### src/rtl/elvm_pkg.sv
// Shared constants and types for the data-memory arbiter: word/address widths,
// the host burst-lock state and the requester port indices.
package elvm_pkg;

    localparam int DATA_W = 24;
    localparam int ADDR_W = 8;

    typedef enum logic [0:0] {
        UNLOCKED = 1'b0,
        LOCKED   = 1'b1
    } lock_state_t;

    localparam logic PORT_CPU  = 1'b0;
    localparam logic PORT_HOST = 1'b1;

endpackage

### src/rtl/dmem_arbiter_rr_grant2.sv
// Two-way round-robin grant: the port that did not win last gets a tie,
// and force_p1 hands every tie to the host while its burst lock is held.
module rr_grant2 (
    input  logic valid0,
    input  logic valid1,
    input  logic rr_last,
    input  logic force_p1,
    output logic gnt0,
    output logic gnt1
);
    import elvm_pkg::*;

    // Grant decision from the current valids and arbitration history
    always_comb begin
        gnt0 = 1'b0;
        gnt1 = 1'b0;
        if (valid0 && valid1) begin
            if (force_p1) begin
                gnt1 = 1'b1;
            end else if (rr_last == PORT_HOST) begin
                gnt0 = 1'b1;
            end else begin
                gnt1 = 1'b1;
            end
        end else if (valid0) begin
            gnt0 = 1'b1;
        end else if (valid1) begin
            gnt1 = 1'b1;
        end else begin
            gnt0 = 1'b0;
            gnt1 = 1'b0;
        end
    end

endmodule

### src/rtl/dmem_arbiter.sv
// Shares the single-port data memory between the CPU (port 0) and the host
// (port 1) with round-robin arbitration and a bounded host burst lock.
module dmem_arbiter #(
    parameter int DATA_W    = elvm_pkg::DATA_W,
    parameter int ADDR_W    = elvm_pkg::ADDR_W,
    parameter int MAX_BURST = 16
) (
    input  logic              clk,
    input  logic              rst_n,
    input  logic              p0_valid,
    output logic              p0_ready,
    input  logic              p0_we,
    input  logic [ADDR_W-1:0] p0_addr,
    input  logic [DATA_W-1:0] p0_wdata,
    output logic              p0_rvalid,
    output logic [DATA_W-1:0] p0_rdata,
    input  logic              p1_valid,
    output logic              p1_ready,
    input  logic              p1_we,
    input  logic [ADDR_W-1:0] p1_addr,
    input  logic [DATA_W-1:0] p1_wdata,
    output logic              p1_rvalid,
    output logic [DATA_W-1:0] p1_rdata,
    input  logic              p1_lock,
    output logic              mem_en,
    output logic              mem_we,
    output logic [ADDR_W-1:0] mem_addr,
    output logic [DATA_W-1:0] mem_wdata,
    input  logic [DATA_W-1:0] mem_rdata
);
    import elvm_pkg::*;

    localparam int CNT_W = $clog2(MAX_BURST + 1);

    logic              gnt0_s;
    logic              gnt1_s;
    logic              force_p1_s;
    logic              rr_last_r;
    logic              rr_last_s;
    lock_state_t       lock_state_r;
    lock_state_t       lock_state_s;
    logic [CNT_W-1:0]  burst_cnt_r;
    logic [CNT_W-1:0]  burst_cnt_s;
    logic [CNT_W-1:0]  cnt_inc_s;
    logic              rsp0_r;
    logic              rsp1_r;
    logic              rsp_we_r;

    assign force_p1_s = (lock_state_r == LOCKED);
    assign cnt_inc_s  = burst_cnt_r + CNT_W'(1'b1);

    rr_grant2 u_grant (
        .valid0   (p0_valid),
        .valid1   (p1_valid),
        .rr_last  (rr_last_r),
        .force_p1 (force_p1_s),
        .gnt0     (gnt0_s),
        .gnt1     (gnt1_s)
    );

    // Handshake and memory request steering; all strobes held off during reset
    always_comb begin
        p0_ready  = gnt0_s && rst_n;
        p1_ready  = gnt1_s && rst_n;
        mem_en    = (gnt0_s || gnt1_s) && rst_n;
        if (gnt1_s) begin
            mem_we    = p1_we && rst_n;
            mem_addr  = p1_addr;
            mem_wdata = p1_wdata;
        end else if (gnt0_s) begin
            mem_we    = p0_we && rst_n;
            mem_addr  = p0_addr;
            mem_wdata = p0_wdata;
        end else begin
            mem_we    = 1'b0;
            mem_addr  = p0_addr;
            mem_wdata = p0_wdata;
        end
    end

    // Round-robin history, lock state and burst counter next-state
    always_comb begin
        rr_last_s    = rr_last_r;
        lock_state_s = lock_state_r;
        burst_cnt_s  = burst_cnt_r;
        if (p0_ready) begin
            rr_last_s = PORT_CPU;
        end else if (p1_ready) begin
            rr_last_s = PORT_HOST;
        end else begin
            rr_last_s = rr_last_r;
        end
        case (lock_state_r)
            UNLOCKED: begin
                // A single-grant burst limit never actually enters the lock
                if (p1_ready && p1_lock && (CNT_W'(MAX_BURST) != CNT_W'(1'b1))) begin
                    lock_state_s = LOCKED;
                    burst_cnt_s  = CNT_W'(1'b1);
                end else begin
                    lock_state_s = UNLOCKED;
                    burst_cnt_s  = {CNT_W{1'b0}};
                end
            end
            LOCKED: begin
                if (!p1_valid || !p1_lock) begin
                    lock_state_s = UNLOCKED;
                    burst_cnt_s  = {CNT_W{1'b0}};
                end else if (p1_ready && (cnt_inc_s == CNT_W'(MAX_BURST))) begin
                    lock_state_s = UNLOCKED;
                    burst_cnt_s  = {CNT_W{1'b0}};
                    rr_last_s    = PORT_HOST;
                end else if (p1_ready) begin
                    burst_cnt_s  = cnt_inc_s;
                end else begin
                    burst_cnt_s  = burst_cnt_r;
                end
            end
            default: begin
                lock_state_s = UNLOCKED;
                burst_cnt_s  = {CNT_W{1'b0}};
            end
        endcase
    end

    // State and response-steering registers
    always_ff @(posedge clk) begin
        if (!rst_n) begin
            rr_last_r    <= PORT_HOST;
            lock_state_r <= UNLOCKED;
            burst_cnt_r  <= {CNT_W{1'b0}};
            rsp0_r       <= 1'b0;
            rsp1_r       <= 1'b0;
            rsp_we_r     <= 1'b0;
        end else begin
            rr_last_r    <= rr_last_s;
            lock_state_r <= lock_state_s;
            burst_cnt_r  <= burst_cnt_s;
            rsp0_r       <= p0_ready;
            rsp1_r       <= p1_ready;
            rsp_we_r     <= mem_we;
        end
    end

    // Masking with rst_n drops a response whose reset arrives in its own cycle
    always_comb begin
        p0_rvalid = rsp0_r && rst_n;
        p1_rvalid = rsp1_r && rst_n;
        if (p0_rvalid && !rsp_we_r) begin
            p0_rdata = mem_rdata;
        end else begin
            p0_rdata = {DATA_W{1'b0}};
        end
        if (p1_rvalid && !rsp_we_r) begin
            p1_rdata = mem_rdata;
        end else begin
            p1_rdata = {DATA_W{1'b0}};
        end
    end

endmodule
### config.mk
export PLATFORM = sky130hd
export DESIGN_NAME = dmem_arbiter
export DESIGN_NICKNAME = d
export VERILOG_FILES = /design/src/rtl/elvm_pkg.sv /design/src/rtl/dmem_arbiter_rr_grant2.sv /design/src/rtl/dmem_arbiter.sv
export SDC_FILE = /design/constraint.sdc
export NUM_CORES = 1
export LEC_CHECK = 0
export BUFFER_PORTS_ARGS = -buffer_cell sky130_fd_sc_hd__buf_4
export CAP_MARGIN = 5
export CORE_MARGIN = 5
export CORE_UTILIZATION = 28
export CTS_BUF_LIST = sky130_fd_sc_hd__clkbuf_2
export CTS_CLUSTER_DIAMETER = 150
export CTS_CLUSTER_SIZE = 8
export DETAILED_ROUTE_END_ITERATION = 16
export GPL_TIMING_DRIVEN = 0
export PLACE_DENSITY = 0.85
export SETUP_SLACK_MARGIN = 0.02
export SYNTH_ARGS = -nofsm -noshare
export SYNTH_HDL_FRONTEND = slang
export SYNTH_SLANG_ARGS = --single-unit
### constraint.sdc
create_clock -name clk -period 1.4 [get_ports clk]
set_input_delay 0.21 -clock clk [delete_from_list [all_inputs] [get_ports clk]]
set_output_delay 0.21 -clock clk [all_outputs]
set_load 0.1 [all_outputs]
==> impl_summary.txt, run 1 <==
----------------------------------------------------
[Place]
  Routability cong. ... 0.850
  HPWL after detailed placement ... 6300 um
  Worst slack after detailed placement ... -0.361 ns
  # port buffers ... 178

[Outcome]
  Outcome ... aborted with a tool error
  Run-stopping error ... [ERROR DPL-0038] Utilization greater than 100%, impossible to legalize
  Terminating stage of the flow ... 4_1_cts

[Logic synthesis]
  Synth top cells by count ... nand2_1, and2_1, dfxtp_1, a21oi_1, clkbuf_1
  Area of the mapped netlist ... about 0.0013 mm2
  Post-synthesis register bit count ... 10
  Biggest area consumer among synthesized cells ... nand2_1
  Count of unique library cells instantiated by Yosys ... 31
  Count leader, synth ... nand2_1
  Count of synthesis-stage warnings from yosys ... 0
  Most used flip-flop cell after synthesis ... dfxtp_1
  Share of the synthesized area in the top cell type ... a little over 30%
  Proportion of synthesized chip area in sequential cells ... 16.0%
  Number of nets in the synthesized netlist ... 313
  Top post-synthesis cells by area ... nand2_1, and2_1, dfxtp_1
  Number of enable-type register cells in the synthesized netlist ... 0
  Mapped Cells ... 216
  Synth async-reset ratio ... 0%
  Mean cell area of the mapped netlist ... 5.80 um2

[Floorplan]
  Number of primary I/O pins ... about 180
  Die width ... 76.9 um
  Starting utilization of the core area ... 28.8%
  Site Rows ... 24
  Die height ... 76.9 um

[CTS]
  CTS resizes ... 266
  H-Tree Level Count ... 1
  Number of buffers added to fix hold violations after cts ... 0
  Post-CTS setup repair buffer count ... 11
  Number of clock sinks ... 10
  Clock buffer count from CTS ... 3
  Cell at the root of the clock tree ... clkbuf_2
  Buffer levels on the longest clock path ... 2

----------------------------------------------------
[logic make-up after synthesis]
| kind of cell | after synthesis | share of synthesized area (%) |
|---|---|---|
| XOR/XNOR | 2 | 1.40 |
| AO/OA/AOI/OAI | 17 | 9.48 |
| adder cells (fa/ha/maj) | 2 | 2.00 |
| buffers and inverters | 16 | 5.99 |
| AND/OR/NAND/NOR | 169 | 65.2 |
| flip-flops | 10 | 16.0 |
[through the flow]
stage / hold slack [ns] / std cells / area (um2)
global placement: 0.443 / 446 / 3650
floorplan: 0.337 / 216 / 2250
detailed placement: 0.443 / 446 / 3650
==> inputs of run 2 (changes only) <==
- CORE_UTILIZATION: 28 -> 30
- CTS_BUF_LIST: sky130_fd_sc_hd__clkbuf_2 -> not set
- CTS_CLUSTER_DIAMETER: 150 -> not set
- CTS_CLUSTER_SIZE: 8 -> not set
- PLACE_DENSITY: 0.85 -> not set
- PLACE_DENSITY_LB_ADDON: not set -> 0.15
- SETUP_SLACK_MARGIN: 0.02 -> not set
- clock period: 1.4 -> 1.82 ns (I/O delays scaled with it)
==> impl_summary.txt, run 2 <==
----------------------------------------------------
[Detailed routing]
  Number of iterations in the first detailed-routing pass ... 4
  Final Routed Wirelength ... 9160 um
  Max Used Layer ... met4
  Detailed-routed wire length on met3 ... 800 um
  Routed metal-1 wire length ... roughly 3000 um
  DRC violation count after routing ... 0
  DRC violation total after the first TritonRoute iteration ... 150
  Routed via count ... around 2300
  Wire length per cell ... 20.4 um
  Routed length on met2 ... 4970 um
  Vias per Instance ... 5.07
  Post-DRT Antenna Nets ... 0

[Global route]
  First-pass GRT wire length ... 11300 um
  Via count of the first global-routing pass ... 2144
  GRT Residual Overflow ... 0
  Initial antenna violation count ... 0
  Pin count of the biggest net entering global routing ... 11
  Overall routing resource usage ... 26.9%

[Logic synthesis]
  Count of synthesis-stage warnings from yosys ... 0 (unchanged)
  Synth async-reset ratio ... 0% (unchanged)
  Count leader, synth ... nand2_1 (unchanged)
  Share of the synthesized area in the top cell type ... 30.2% (unchanged)
  Mean cell area of the mapped netlist ... 5.80 um2 (unchanged)
  Mapped Cells ... 216 (unchanged)
  Post-synthesis register bit count ... 10 (unchanged)
  Top post-synthesis cells by area ... nand2_1, and2_1, dfxtp_1 (unchanged)
  Proportion of synthesized chip area in sequential cells ... 16.0% (unchanged)
  Most used flip-flop cell after synthesis ... dfxtp_1 (unchanged)
  Number of nets in the synthesized netlist ... 313 (unchanged)
  Area of the mapped netlist ... 0.00125 mm2 (unchanged)
  Biggest area consumer among synthesized cells ... nand2_1 (unchanged)
  Count of unique library cells instantiated by Yosys ... 31 (unchanged)
  Number of enable-type register cells in the synthesized netlist ... 0 (unchanged)
  Synth top cells by count ... nand2_1, and2_1, dfxtp_1, a21oi_1, clkbuf_1 (unchanged)

[STA]
  Final setup violation count ... 0
  Total count of hold-check failures in the final report ... 0
  Largest clock skew in the final design ... 0.00330 ns
  Worst path setup slack after routing ... 0.0000562 ns
  Final Max Slew Viols ... 0
  Slew of the pin with the lowest slew margin ... 0.307 ns
  Tightest hold margin ... 0.275 ns
  Post-route clock period utilization ... 100%
  Tightest slew margin relative to the limit ... 79.5%
  Achievable clock frequency ... ~550 MHz
  Crit path time final ... 1.82 ns

[Finish]
  Utilization after layout ... between 80% and 90%
  Ratio of cells with drive above 1 in the final layout ... 72.1%
  Commonest non-fill, non-tap cell in the layout ... buf_4
  Number of flip-flops in the largest register ... 5
  Commonest non-fill, non-tap cells in the layout ... buf_4, nand2_1, buf_6
  Fill cell total of the finished layout ... roughly 210
  Final cell count without fillers ... 448
  Net count of the finished layout ... 496
  Combined area of the multi-input logic cells ... 0.00119 mm2
  Top register by number of flip-flops ... burst_cnt_r
  Layout area overhead ... 177%
  Antenna diode count ... 0
  Storage cell area ... 203 um2

[CTS]
  Number of buffers added to fix hold violations after cts ... 0 (unchanged)
  Clock buffer count from CTS ... 3 (unchanged)
  H-Tree Level Count ... 1 (unchanged)
  CTS tree ... done
  Later-pin clock latency in the skew report ... 0.24 ns
  Buffer levels on the longest clock path ... 2 (unchanged)
  Clock transition time at the flip-flop clock pins of the worst setup and hold paths ... about 0.05 ns
  Cell at the root of the clock tree ... clkbuf_8 (was clkbuf_2)
  Number of clock sinks ... 10 (unchanged)

[Setup path]
  Data arrival time at the worst-slack endpoint ... 1.55 ns
  Worst endpoint required time ... 1.55 ns
  Highest fanout seen on the critical path ... 10
  Launching element type of the critical path ... flip-flop
  Critical Path Sink ... mem_wdata[5]
  Critical-path top delay cell ... dfxtp_2
  Cell type group with the largest total delay on the critical path ... simple AND/OR/NAND/NOR gates
  Startpoint of the lowest-slack register-to-register path ... burst_cnt_r[0]
  Count of buffer and inverter cells on the critical path ... 2
  Number of cells on the critical path ... 6
  Minimum setup slack among reg-to-reg paths ... ~0.25 ns
  Biggest cell delay along the critical path ... 0.35 ns
  Critical path class ... reg -> out
  Reg-to-Reg End ... force_p1_s
  Setup crit start ... force_p1_s
  Worst Reg-to-Reg Cells ... 5
  Type of destination of the critical path ... output pin
  Crit path cell chain ... nand3b_4 > and2_4 > buf_6 > nand2_1 > nand2_2 > buf_12

[Pwr]
  Sequential cell fraction of total power ... roughly 11%
  Relative contribution of the clock network to total power ... 13.0%
  Switching pwr ... 1.17 mW
  Share of total power consumed by net switching ... 54.7%
  Power density cells ... 615 mW/mm2
  Static Leakage ... 1.85 nW
  Combinational share of power ... between 70% and 80%
  VDD IR-drop max ... 0.455 mV
  Internal power ... ~0.97 mW

[Floorplan]
  Starting utilization of the core area ... 31.1% (was 28.8%)
  Die height ... 74.6 um (was 76.9 um)
  Std-Cell Core Area ... 0.00403 mm2
  Number of primary I/O pins ... 181 (unchanged)
  Area of the die ... roughly 0.0056 mm2
  Site Rows ... 23 (was 24)
  Die width ... 74.6 um (was 76.9 um)

[Place]
  Number of cells after detailed placement ... 444 (was 446)
  Worst slack after detailed placement ... -0.210 ns (was -0.361 ns)
  Routability cong. ... 0.816 (was 0.850)
  # port buffers ... 178 (unchanged)
  HPWL after detailed placement ... 6060 um (was 6300 um)

[Hold path]
  Path type of the worst min-delay path ... in -> reg
  Count of cells along the worst hold path ... 2

[Outcome]
  Outcome ... finished clean (was aborted with a tool error)

[Job]
  Max_cap viols ... 0

----------------------------------------------------
==> run 2: cell counts after synthesis <==
Identical to the previous run, type by type.
==> run 2: through the flow <==
step           total power, mW  cell area (um2)  TNS, ns
3_5_place_dp              1.59             2860    -6.93
6_report                  2.13             3470        0
4_1_cts                   2.08             3370        0
2_1_floorplan             1.23             1460    -4.54
3_3_place_gp              1.58             2860    -5.50
5_1_grt                   2.20             3470  -0.0842
==> run 2: area by class of cell <==
type	instances	share of cell area, %
clock buffers	4	1.59
multi-input cells	190	34.3
plain buffers	13	3.10
inverters	2	0.216
repair buffers	179	53.1
flip-flops and latches	10	5.84
well taps	50	1.80
==> run 2: cell families after synthesis <==
family	synth area share, %
xor+xnor	1.40
buf+inv	5.99
compound gates	9.48
flops	16.0
simple gates	65.2
fa+ha+maj	2.00
==> run 2: worst min-delay path by stage <==
| stage | startpoint | end |
|---|---|---|
| 6_report | p0_we | rsp_we_r |
| 5_1_grt | p0_we | rsp_we_r |
| 4_1_cts | p0_we | rsp_we_r |
| 3_5_place_dp | burst_cnt_r[4] | burst_cnt_r[4] |
| 3_3_place_gp | burst_cnt_r[4] | burst_cnt_r[4] |
| 2_1_floorplan | p0_we | rsp_we_r |
==> run 2: power groups by stage <==
stage	Combinational [mW]	Sequential, mW	Clock (mW)
2_1_floorplan	0.989	0.238	0
3_3_place_gp	1.34	0.239	0
3_5_place_dp	1.35	0.240	0
4_1_cts	1.56	0.235	0.282
5_1_grt	1.66	0.236	0.306
6_report	1.62	0.236	0.278
==> run 2: routing by layer <==
metal | track usage [%] | vias to the layer above
met5 | 0 | -
met4 | 11.9 | 0
met3 | 7.21 | 39
met2 | 50.6 | 111
met1 | 27.7 | 1087
li1 | - | 1035
==> run 2: repair_timing <==
| item | in CTS | in global routing |
|---|---|---|
| resized for setup | 123 | 33 |
| endpoints found under the setup margin | 70 | 71 |
| endpoints found under the hold margin | 0 | 0 |
| setup buffers | 0 | 1 |
(Power assumes the default switching activity.)
==> inputs of run 3 (changes only) <==
- ABC_AREA: not set -> 1
==> impl_summary.txt, run 3 <==
----------------------------------------------------
[Setup path]
  Library cell appearing most often on the critical path ... nand2_1
  Highest fanout seen on the critical path ... 5 (was 10)
  Startpoint of the lowest-slack register-to-register path ... burst_cnt_r[0] (unchanged)
  Reg-to-Reg End ... force_p1_s (unchanged)
  Crit path cell chain ... inv_2 > nand2_1 > nand2_1 > nand3_1 > clkinvlp_4 > a22o_4 > buf_6 (was nand3b_4 > and2_4 > buf_6 > nand2_1 > nand2_2 > buf_12)
  Type of destination of the critical path ... output pin (unchanged)
  Data arrival time at the worst-slack endpoint ... 1.49 ns (was 1.55 ns)
  Count of buffer and inverter cells on the critical path ... 3 (was 2)
  Minimum setup slack among reg-to-reg paths ... 0.49 ns (was 0.25 ns)
  Worst Reg-to-Reg Cells ... 8 (was 5)
  Biggest cell delay along the critical path ... 0.32 ns (was 0.35 ns)
  Cell type group with the largest total delay on the critical path ... buffers and inverters (was simple AND/OR/NAND/NOR gates)
  Critical path class ... reg -> out (unchanged)
  Launching element type of the critical path ... flip-flop (unchanged)
  Worst endpoint required time ... 1.55 ns (about the same)
  Critical-path top delay cell ... dfxtp_1 (was dfxtp_2)

[Logic synthesis]
  Share of the synthesized area in the top cell type ... 35.8% (was 30.2%)
  Combinational family with the most area after synthesis ... simple AND/OR/NAND/NOR gates (unchanged)
  Area of the mapped netlist ... 0.00119 mm2 (was 0.00125 mm2)
  Fraction of the mapped netlist area in compound gates ... 5.14% (was 9.48%)
  Top post-synthesis cells by area ... nand2_1, nor2_1, dfxtp_1 (was nand2_1, and2_1, dfxtp_1)
  Number of nets in the synthesized netlist ... 350 (was 313)
  Synth async-reset ratio ... 0% (unchanged)
  Number of enable-type register cells in the synthesized netlist ... 0 (unchanged)
  Mapped Cells ... 253 (was 216)
  Proportion of synthesized chip area in sequential cells ... 16.8% (was 16.0%)
  Most used flip-flop cell after synthesis ... dfxtp_1 (unchanged)
  Fraction of synthesized cell area in xor and xnor cells ... 0% (was 1.40%)
  Mean cell area of the mapped netlist ... 4.72 um2 (was 5.80 um2)
  Post-synthesis adder-cell area fraction ... 2.10% (was 2.00%)
  Synth top cells by count ... nand2_1, nor2_1, inv_1, buf_2, dfxtp_1 (was nand2_1, and2_1, dfxtp_1, a21oi_1, clkbuf_1)
  Multiplexer area fraction after synthesis ... 0% (unchanged)
  Biggest area consumer among synthesized cells ... nand2_1 (unchanged)
  Count of unique library cells instantiated by Yosys ... 19 (was 31)
  Count leader, synth ... nand2_1 (unchanged)
  Count of synthesis-stage warnings from yosys ... 0 (unchanged)
  Post-synthesis register bit count ... 10 (unchanged)
  Synthesized-area fraction occupied by and/or/nand/nor cells ... 58.9% (was 65.2%)

[CTS]
  Number of buffers added to fix hold violations after cts ... 0 (unchanged)
  Number of clock sinks ... 10 (unchanged)
  Clock transition time at the flip-flop clock pins of the worst setup and hold paths ... 0.05 ns (about the same)
  Cell at the root of the clock tree ... clkbuf_8 (unchanged)
  Buffer levels on the longest clock path ... 2 (unchanged)
  H-Tree Level Count ... 1 (unchanged)
  Clock buffer count from CTS ... 3 (unchanged)
  Later-pin clock latency in the skew report ... 0.24 ns (about the same)
  CTS tree ... done (unchanged)

[Floorplan]
  Number of primary I/O pins ... 181 (unchanged)
  Die width ... 73.1 um (was 74.6 um)
  Die height ... 73.1 um (was 74.6 um)
  Site Rows ... 23 (unchanged)
  Area of the die ... 0.00534 mm2 (was 0.00557 mm2)
  Std-Cell Core Area ... 0.00391 mm2 (was 0.00403 mm2)
  Starting utilization of the core area ... 30.5% (was 31.1%)

[Finish]
  Net count of the finished layout ... 537 (was 496)
  Commonest non-fill, non-tap cells in the layout ... buf_4, nand2_1, nor2_4 (was buf_4, nand2_1, buf_6)
  Number of flip-flops in the largest register ... 5 (unchanged)
  Ratio of cells with drive above 1 in the final layout ... 59.5% (was 72.1%)
  Combined area of the multi-input logic cells ... 0.00121 mm2 (was 0.00119 mm2)
  Commonest non-fill, non-tap cell in the layout ... buf_4 (unchanged)
  Fill cell total of the finished layout ... 228 (was 207)
  Area of all placed cells without fillers ... 0.00336 mm2 (was 0.00347 mm2)
  Top register by number of flip-flops ... burst_cnt_r (unchanged)
  Layout area overhead ... 182% (was 177%)
  Storage cell area ... 203 um2 (unchanged)
  Antenna diode count ... 0 (unchanged)

[STA]
  Slew of the pin with the lowest slew margin ... 0.292 ns (was 0.307 ns)
  Sum of negative setup slack ... 0 ns (unchanged)
  Crit path time final ... 1.76 ns (was 1.82 ns)
  Achievable clock frequency ... 568 MHz (was 549 MHz)
  Worst path setup slack after routing ... 0.0603 ns (was 0.0000562 ns)
  Largest clock skew in the final design ... 0.00410 ns (was 0.00330 ns)
  Post-route clock period utilization ... 96.7% (was 100%)
  Tightest hold margin ... 0.267 ns (was 0.275 ns)
  Tightest slew margin relative to the limit ... 80.7% (was 79.5%)
  Total count of hold-check failures in the final report ... 0 (unchanged)
  Final setup violation count ... 0 (unchanged)
  Final Max Slew Viols ... 0 (unchanged)

[Global route]
  Via count of the first global-routing pass ... 2318 (was 2144)
  GRT Residual Overflow ... 0 (unchanged)
  Overall routing resource usage ... 23.8% (was 26.9%)
  First-pass GRT wire length ... 10200 um (was 11300 um)
  Pin count of the biggest net entering global routing ... 11 (unchanged)
  Initial antenna violation count ... 0 (unchanged)

[Pwr]
  Overall power of the completed layout ... 2.02 mW (was 2.13 mW)
  Static Leakage ... 1.83 nW (was 1.85 nW)
  Power density cells ... 601 mW/mm2 (was 615 mW/mm2)
  VDD IR-drop max ... 0.568 mV (was 0.455 mV)

[Detailed routing]
  Final Routed Wirelength ... 6900 um (was 9160 um)
  Routed via count ... 2281 (was 2272)
  Wire length per cell ... 14.1 um (was 20.4 um)
  Post-DRT Antenna Nets ... 0 (unchanged)
  DRC violation total after the first TritonRoute iteration ... 38 (was 150)
  DRC violation count after routing ... 0 (unchanged)
  Vias per Instance ... 4.66 (was 5.07)
  Number of iterations in the first detailed-routing pass ... 4 (unchanged)

[Outcome]
  Outcome ... finished clean (unchanged)

[Hold path]
  Hold Path Sink ... rsp_we_r (unchanged)
  Worst hold start ... p0_we (unchanged)
  Path type of the worst min-delay path ... in -> reg (unchanged)
  Count of cells along the worst hold path ... 2 (unchanged)

[Job]
  Max_cap viols ... 0 (unchanged)

[Place]
  # port buffers ... 180 (was 178)
  Worst slack after detailed placement ... 0.107 ns (was -0.210 ns)
  Cell area after placement ... 0.00307 mm2 (was 0.00286 mm2)
  Routability cong. ... 0.837 (was 0.816)
  HPWL after detailed placement ... 5540 um (was 6060 um)

----------------------------------------------------
==> run 3: changes by cell type after synthesis, moves of 4 or more <==
cell      change
clkbuf_1      -7
and2_1       -50
inv_1        +37
nand3_1       +4
buf_2         +5
a21oi_1       -7
nand2_1      +13
nor2_1       +51
==> run 3: how the worst max path moves through the flow <==
stage	from	to	depth (start not counted)
2_1_floorplan	rsp1_r	p1_rdata[10]	5
3_3_place_gp	p0_valid	mem_addr[2]	8
3_5_place_dp	p0_valid	mem_wdata[10]	8
4_1_cts	rr_last_r	mem_we	5
5_1_grt	force_p1_s	mem_wdata[12]	8
6_report	force_p1_s	mem_we	7
==> run 3: repair_timing <==
item	4_1_cts	5_1_grt
cloned	0	0
resized for setup	44	15
pin swaps	0	2
setup buffers	0	2
endpoints found under the setup margin	30	31
==> run 3: cell type report <==
class	instances	area share [%]
clock buffer	4	1.64
inverter	41	5.02
sequential	10	6.03
tap	50	1.86
timing repair buffer	182	46.3
buffer	10	3.31
multi-input combinational	192	35.9
==> run 3: power by group <==
group	internal (mW)	switching, mW	total [mW]
sequential	0.229	0.00608	0.235
combinational	0.432	1.07	1.50
clock	0.191	0.0929	0.284
==> run 3: cells by family (layout without fill, tap and decap cells) <==
family,count (synthesis),count (layout)
AO/OA/AOI/OAI,9,9
adder cells (fa/ha/maj),2,2
buffers and inverters,51,237
flip-flops,10,10
AND/OR/NAND/NOR,181,181
==> run 3: layer usage <==
layer	wire length, um	vias to the layer above	global-route usage [%]
met4	214	0	9.22
li1	-	1113	-
met5	0	-	0
met2	3670	140	44.5
met1	2210	1009	24.2
met3	807	19	7.71
==> run 3: worst register-to-register path, stage by stage (launching register included) <==
cell and delay, ns:
dfxtp_1 0.39, ha_1 0.25, nand3_1 0.09, nand2_1 0.07
nand2_1 0.06, nor2_2 0.10, nand2_1 0.08, nand3_1 0.09
o21ai_0 0.08
==> run 3: per-stage QoR <==
stage	util, %	cells
floorplan	-	253
global placement	78.5	483
detailed placement	78.5	483
CTS	83.9	487
global route	85.9	489
finish	85.9	489
